$ cat src/rtl/sqrt_job_host.sv
// Host-side initiator for the integer square-root job: loads the operand, starts the core,
// waits for halt (with timeout), reads the result back and compares it to a local reference.
module sqrt_job_host #(
  parameter logic [7:0] OP_ADDR      = 8'd16,
  parameter logic [7:0] RES_ADDR     = 8'd18,
  parameter int         START_CYCLES = 4,
  parameter int         TIMEOUT      = 100000
) (
  input  logic        CLK,
  input  logic        Reset,
  input  logic        go,
  input  logic [15:0] operand,
  output logic        busy,
  output logic        done,
  output logic        pass,
  output logic        fail,
  output logic        timed_out,
  output logic [7:0]  expected,
  output logic [7:0]  got,
  output logic        start,
  input  logic        halt,
  output logic        mem_wr_en,
  output logic [7:0]  mem_addr,
  output logic [7:0]  mem_wr_data,
  input  logic [7:0]  mem_rd_data
);

  localparam int CW = $clog2(TIMEOUT + START_CYCLES + 1);

  typedef enum logic [2:0] {
    S_IDLE, S_WR_HI, S_WR_LO, S_WR_RES, S_START, S_WAIT, S_READ, S_FIN
  } state_t;

  state_t          state_q, state_d;
  logic [CW-1:0]   cnt_q, cnt_d;
  logic            armed_q, armed_d;
  logic [15:0]     op_q, op_d;
  logic [7:0]      got_q, got_d;
  logic            pass_q, pass_d;
  logic            fail_q, fail_d;
  logic            to_q, to_d;
  logic            done_q, done_d;

  logic [15:0]     rx_q, rx_d;
  logic [10:0]     rrem_q, rrem_d;
  logic [7:0]      rroot_q, rroot_d;
  logic [3:0]      rcnt_q, rcnt_d;
  logic [7:0]      exp_q, exp_d;

  logic            go_accept;
  logic            ref_busy;
  logic            job_ok;
  logic [10:0]     rem_sh, trial, rem_nx;
  logic [7:0]      root_nx, root_rnd;
  logic            ge;

  assign go_accept = (state_q == S_IDLE) && go;
  assign ref_busy  = (rcnt_q != 4'd0);
  assign job_ok    = (got_q == exp_q) && !to_q;

  // Restoring bit-pair square root, one operand bit pair per cycle, rounded and saturated.
  always_comb begin
    rx_d    = rx_q;
    rrem_d  = rrem_q;
    rroot_d = rroot_q;
    rcnt_d  = rcnt_q;
    exp_d   = exp_q;
    rem_sh  = {rrem_q[8:0], rx_q[15:14]};
    trial   = {1'b0, rroot_q, 2'b01};
    ge      = (rem_sh >= trial);
    rem_nx  = ge ? (rem_sh - trial) : rem_sh;
    root_nx = {rroot_q[6:0], ge};
    if (rem_nx > {3'b000, root_nx}) begin
      root_rnd = (root_nx == 8'hFF) ? 8'hFF : (root_nx + 8'd1);
    end else begin
      root_rnd = root_nx;
    end
    if (go_accept) begin
      rx_d    = operand;
      rrem_d  = '0;
      rroot_d = '0;
      rcnt_d  = 4'd8;
    end else if (ref_busy) begin
      rx_d    = {rx_q[13:0], 2'b00};
      rrem_d  = rem_nx;
      rroot_d = root_nx;
      rcnt_d  = rcnt_q - 4'd1;
      if (rcnt_q == 4'd1) exp_d = root_rnd;
    end
  end

  always_comb begin
    state_d     = state_q;
    cnt_d       = cnt_q;
    armed_d     = armed_q;
    op_d        = op_q;
    got_d       = got_q;
    pass_d      = pass_q;
    fail_d      = fail_q;
    to_d        = to_q;
    done_d      = 1'b0;
    mem_wr_en   = 1'b0;
    mem_addr    = 8'h00;
    mem_wr_data = 8'h00;
    start       = 1'b0;
    case (state_q)
      S_IDLE: begin
        if (go) begin
          op_d    = operand;
          pass_d  = 1'b0;
          fail_d  = 1'b0;
          to_d    = 1'b0;
          got_d   = 8'h00;
          state_d = S_WR_HI;
        end
      end
      S_WR_HI: begin
        mem_wr_en   = 1'b1;
        mem_addr    = OP_ADDR;
        mem_wr_data = op_q[15:8];
        state_d     = S_WR_LO;
      end
      S_WR_LO: begin
        mem_wr_en   = 1'b1;
        mem_addr    = OP_ADDR + 8'd1;
        mem_wr_data = op_q[7:0];
        state_d     = S_WR_RES;
      end
      S_WR_RES: begin
        mem_wr_en   = 1'b1;
        mem_addr    = RES_ADDR;
        mem_wr_data = 8'h00;
        cnt_d       = CW'(START_CYCLES - 1);
        state_d     = S_START;
      end
      S_START: begin
        start = 1'b1;
        // A halt still high in the last start cycle is stale and must drop before it counts.
        armed_d = !halt;
        if (cnt_q == '0) begin
          state_d = S_WAIT;
        end else begin
          cnt_d = cnt_q - CW'(1);
        end
      end
      S_WAIT: begin
        if (halt && armed_q) begin
          state_d = S_READ;
        end else if (cnt_q == CW'(TIMEOUT - 1)) begin
          to_d    = 1'b1;
          fail_d  = 1'b1;
          state_d = S_FIN;
        end else begin
          cnt_d = cnt_q + CW'(1);
          if (!halt) armed_d = 1'b1;
        end
      end
      S_READ: begin
        mem_addr = RES_ADDR;
        got_d    = mem_rd_data;
        state_d  = S_FIN;
      end
      S_FIN: begin
        if (!ref_busy) begin
          pass_d  = job_ok;
          fail_d  = !job_ok;
          done_d  = 1'b1;
          state_d = S_IDLE;
        end
      end
      default: state_d = S_IDLE;
    endcase
  end

  always_ff @(posedge CLK) begin
    if (Reset) begin
      state_q <= S_IDLE;
      cnt_q   <= '0;
      armed_q <= 1'b0;
      op_q    <= '0;
      got_q   <= '0;
      pass_q  <= 1'b0;
      fail_q  <= 1'b0;
      to_q    <= 1'b0;
      done_q  <= 1'b0;
      rx_q    <= '0;
      rrem_q  <= '0;
      rroot_q <= '0;
      rcnt_q  <= '0;
      exp_q   <= '0;
    end else begin
      state_q <= state_d;
      cnt_q   <= cnt_d;
      armed_q <= armed_d;
      op_q    <= op_d;
      got_q   <= got_d;
      pass_q  <= pass_d;
      fail_q  <= fail_d;
      to_q    <= to_d;
      done_q  <= done_d;
      rx_q    <= rx_d;
      rrem_q  <= rrem_d;
      rroot_q <= rroot_d;
      rcnt_q  <= rcnt_d;
      exp_q   <= exp_d;
    end
  end

  assign busy      = (state_q != S_IDLE);
  assign done      = done_q;
  assign pass      = pass_q;
  assign fail      = fail_q;
  assign timed_out = to_q;
  assign expected  = exp_q;
  assign got       = got_q;

endmodule

$ cat config.mk
export PLATFORM = sky130hd
export DESIGN_NAME = sqrt_job_host
export DESIGN_NICKNAME = d
export VERILOG_FILES = /design/src/rtl/sqrt_job_host.sv
export SDC_FILE = /design/constraint.sdc
export NUM_CORES = 1
export LEC_CHECK = 0
export CORE_UTILIZATION = 40
export CTS_CLUSTER_DIAMETER = 120
export DETAILED_ROUTE_END_ITERATION = 12
export GPL_ROUTABILITY_DRIVEN = 1
export GPL_TIMING_DRIVEN = 1
export HOLD_SLACK_MARGIN = 0.03
export PLACE_DENSITY_LB_ADDON = 0.3
export REMOVE_ABC_BUFFERS = 1
export SYNTH_ARGS = -nofsm -noshare
export SYNTH_HDL_FRONTEND = slang
export SYNTH_SLANG_ARGS = --single-unit
$ cat constraint.sdc
create_clock -name CLK -period 7.6 [get_ports CLK]
set_input_delay 0.76 -clock CLK [delete_from_list [all_inputs] [get_ports CLK]]
set_output_delay 0.76 -clock CLK [all_outputs]
set_load 0.02 [all_outputs]
==> results.json <==
{
  "vias": 5347,
  "timing.fmax_ghz": 0.220,
  "yosys-top-cells-area": "dfxtp_1 (32%), nand2_1 (11%), ha_1 (8.6%), a21oi_1 (7.9%), nor2_1 (3.4%)",
  "first_pass_iters": 5,
  "yosysSeqAreaShare": 0.324,
  "synth_ff_type": "dfxtp_1",
  "initial_core_util": 0.413,
  "fillers": 1394,
  "worstHoldPathType": "reg2reg",
  "reg2regPathDepth": 15,
  "gp_congestion": 0.947,
  "outcome": "complete, no violations",
  "drive_gt1_frac": 0.0596,
  "critical_path_arrival_ps": 4780,
  "final_util": 0.483,
  "wl_mm": 14.7,
  "syn_area_um2": 5800,
  "grt_pass1_vias": 4858,
  "antenna_found_initial": 0,
  "synth_top_cell_by_area": "dfxtp_1",
  "crit_path_end": "expected[3]",
  "clock-sinks": 94,
  "period_share": 0.598,
  "critical-path-max-stage-delay_ps": 760,
  "drt_iter0_markers": 394,
  "power_density_nw_per_um2": 447,
  "reg2reg_setup_slack_ps": 3050,
  "num_io_pins": 67,
  "fp.dieH_um": 122,
  "final_cell_count_no_fill": 985,
  "crit_chain": "inv_1, ha_1, o21a_1, o21a_1, o31a_1, a2bb2oi_2, mux2_2, ha_1, nand4_1, a21oi_1, o22ai_1, nand2b_1, a31oi_1, mux2i_1, o21ai_1",
  "io_buffers": 61,
  "grt_max_degree": 48,
  "synthArstFlopShare": 0,
  "yosys.area.top_type_share": 0.324,
  "rsz0062_at_grt": "no",
  "cts_max_level": 3,
  "path_class": "reg2reg",
  "syn_inst": 765,
  "synth.most_common_cell": "nand2_1",
  "startpoint_type": "register",
  "avgRoutedWirePerCell_um": 14.9,
  "core_area_um2": 14000,
  "synth_common_cells": "nand2_1 (165), dfxtp_1 (94), a21oi_1 (92)",
  "post_cts_resized": 0,
  "cp-end-kind": "register",
  "grt_usage": 0.203,
  "cpMaxStageDelayCell": "a2bb2oi_2",
  "setup_tns_ps": 0,
  "avgViaCountPerCell": 5.43,
  "finalClockSkew_ps": 13.7,
  "die-area_um2": 15000,
  "hold_viol_final": 0,
  "cts_hold_buf": 0,
  "holdWs_ps": 461,
  "crit_start": "rroot_q[0]",
  "place_inst": 969,
  "grt_use_met1": 0.290,
  "detail-route-antenna-nets": 0,
  "power_uw": 3030,
  "cts_tree": "yes",
  "finalSetupViolations": 0,
  "overflow": 0,
  "area_delta_synth_final_pct": 16.9,
  "row_count": 43,
  "avgSynthCellArea_um2": 7.59,
  "rr_endpoint": "expected[3]",
  "period_minus_slack_ps": 4550,
  "power_leakage_uw": 0.00253,
  "grt_pass1_wl_mm": 24.2,
  "worst_pin_slew_ps": 1200,
  "rr_startpoint": "rroot_q[0]",
  "yosysWarningCount": 0,
  "clockBufferDepth": 2,
  "die_w_um": 122,
  "drc": 0,
  "hpwl_mm": 10.3,
  "synth-seq-cells": 94,
  "slew_viol_final": 0,
  "path_max_fanout": 20,
  "max_slew_margin": 0.196,
  "met2_usage": 0.313,
  "numCtsBuffers": 9,
  "required_ps": 7830,
  "peakVddDrop_mv": 0.270,
  "cts_root_buf": "clkbuf_16",
  "grt-busiest-layer": "met2",
  "yosysUniqueCellTypes": 70,
  "post-cts-setup-buffers": 0,
  "antenna_cells": 0,
  "use_met3": 0.0335,
  "fin_nets": 869,
  "clk_latency_ps": 360,
  "clk_pin_slew_ps": 70,
  "drv_cap": 0,
  "synth-edff-count": 0
}
## registers in the layout, summed over array words and instances (netlist names), 3 cells and up
name,count
rrem_q,9
expected,8
op_q,16
cnt_q,17
rcnt_q,4
rx_q,16
rroot_q,8
got,8
state_q,3
## report_power, final
| group | total [uW] | internal, uW | switching, uW |
|---|---|---|---|
| clock network | 459 | 233 | 226 |
| registers | 675 | 584 | 91.5 |
| logic | 1900 | 749 | 1150 |
## per-stage QoR
step,instance area [um2],setup slack (ps)
global placement,6490,3220
finish,6790,3050
global route,6790,2760
CTS,6790,3110
detailed placement,6490,3150
floorplan,5630,3720
## how the worst min path moves through the flow
stage,start,to,cells past startpoint
after floorplan,op_q[10],op_q[10],2
after global placement,rroot_q[7],rroot_q[7],2
after detailed placement,rroot_q[7],rroot_q[7],2
after CTS,op_q[11],op_q[11],2
after global routing,rroot_q[7],rroot_q[7],2
final,rroot_q[7],rroot_q[7],2
## cell usage in the layout (no fill, tap or decap), types with 8 or more instances in the layout
master	netlist	final
nand2_1	165	165
dfxtp_1	94	94
a21oi_1	92	92
clkdlybuf4s50_1	0	60
nor2_1	52	52
ha_1	40	40
nand3_1	35	35
inv_1	23	23
nor3_1	20	20
o21ai_0	18	18
xnor2_1	16	16
a211oi_1	10	10
xor2_1	10	10
clkbuf_16	0	9
nand2b_1	8	8
a22oi_1	8	8
## layout make-up
| cell class | count | area [um2] | area share |
|---|---|---|---|
| clock buffer | 9 | 225 | 0.0332 |
| timing repair buffer | 64 | 628 | 0.0926 |
| clock inverter | 7 | 71.3 | 0.0105 |
| inverter | 23 | 86.3 | 0.0127 |
| tap | 180 | 225 | 0.0332 |
| sequential | 94 | 1880 | 0.277 |
| multi-input combinational | 608 | 3670 | 0.541 |
## cell families (layout without fill, tap and decap cells)
| group | count (synthesis) | in the layout | synth area share |
|---|---|---|---|
| AO/OA/AOI/OAI | 199 | 199 | 0.227 |
| XOR/XNOR | 26 | 26 | 0.0392 |
| AND/OR/NAND/NOR | 324 | 324 | 0.249 |
| adder cells (fa/ha/maj) | 41 | 41 | 0.0897 |
| multiplexers | 13 | 13 | 0.0239 |
| flip-flops | 94 | 94 | 0.324 |
| other | 1 | 5 | 0.000646 |
| buffers and inverters | 67 | 103 | 0.0472 |
## per-layer routing
layer / vias to the layer above / wire length [um] / share of wire
met2: 116 / 6400 / 0.44
met5: - / 0 / 0
met1: 2460 / 7550 / 0.51
li1: 2761 / - / -
met3: 10 / 619 / 0.042
met4: 0 / 142 / 0.0097
## critical path: cells and delay by family (launching register included)
kind,cells,cell delay (ps)
AO/OA/AOI/OAI,8,2080
multiplexers,2,670
adder cells (fa/ha/maj),2,660
AND/OR/NAND/NOR,2,480
flip-flops,1,440
buffers and inverters,1,120
Power figures use the tool's default switching activity.
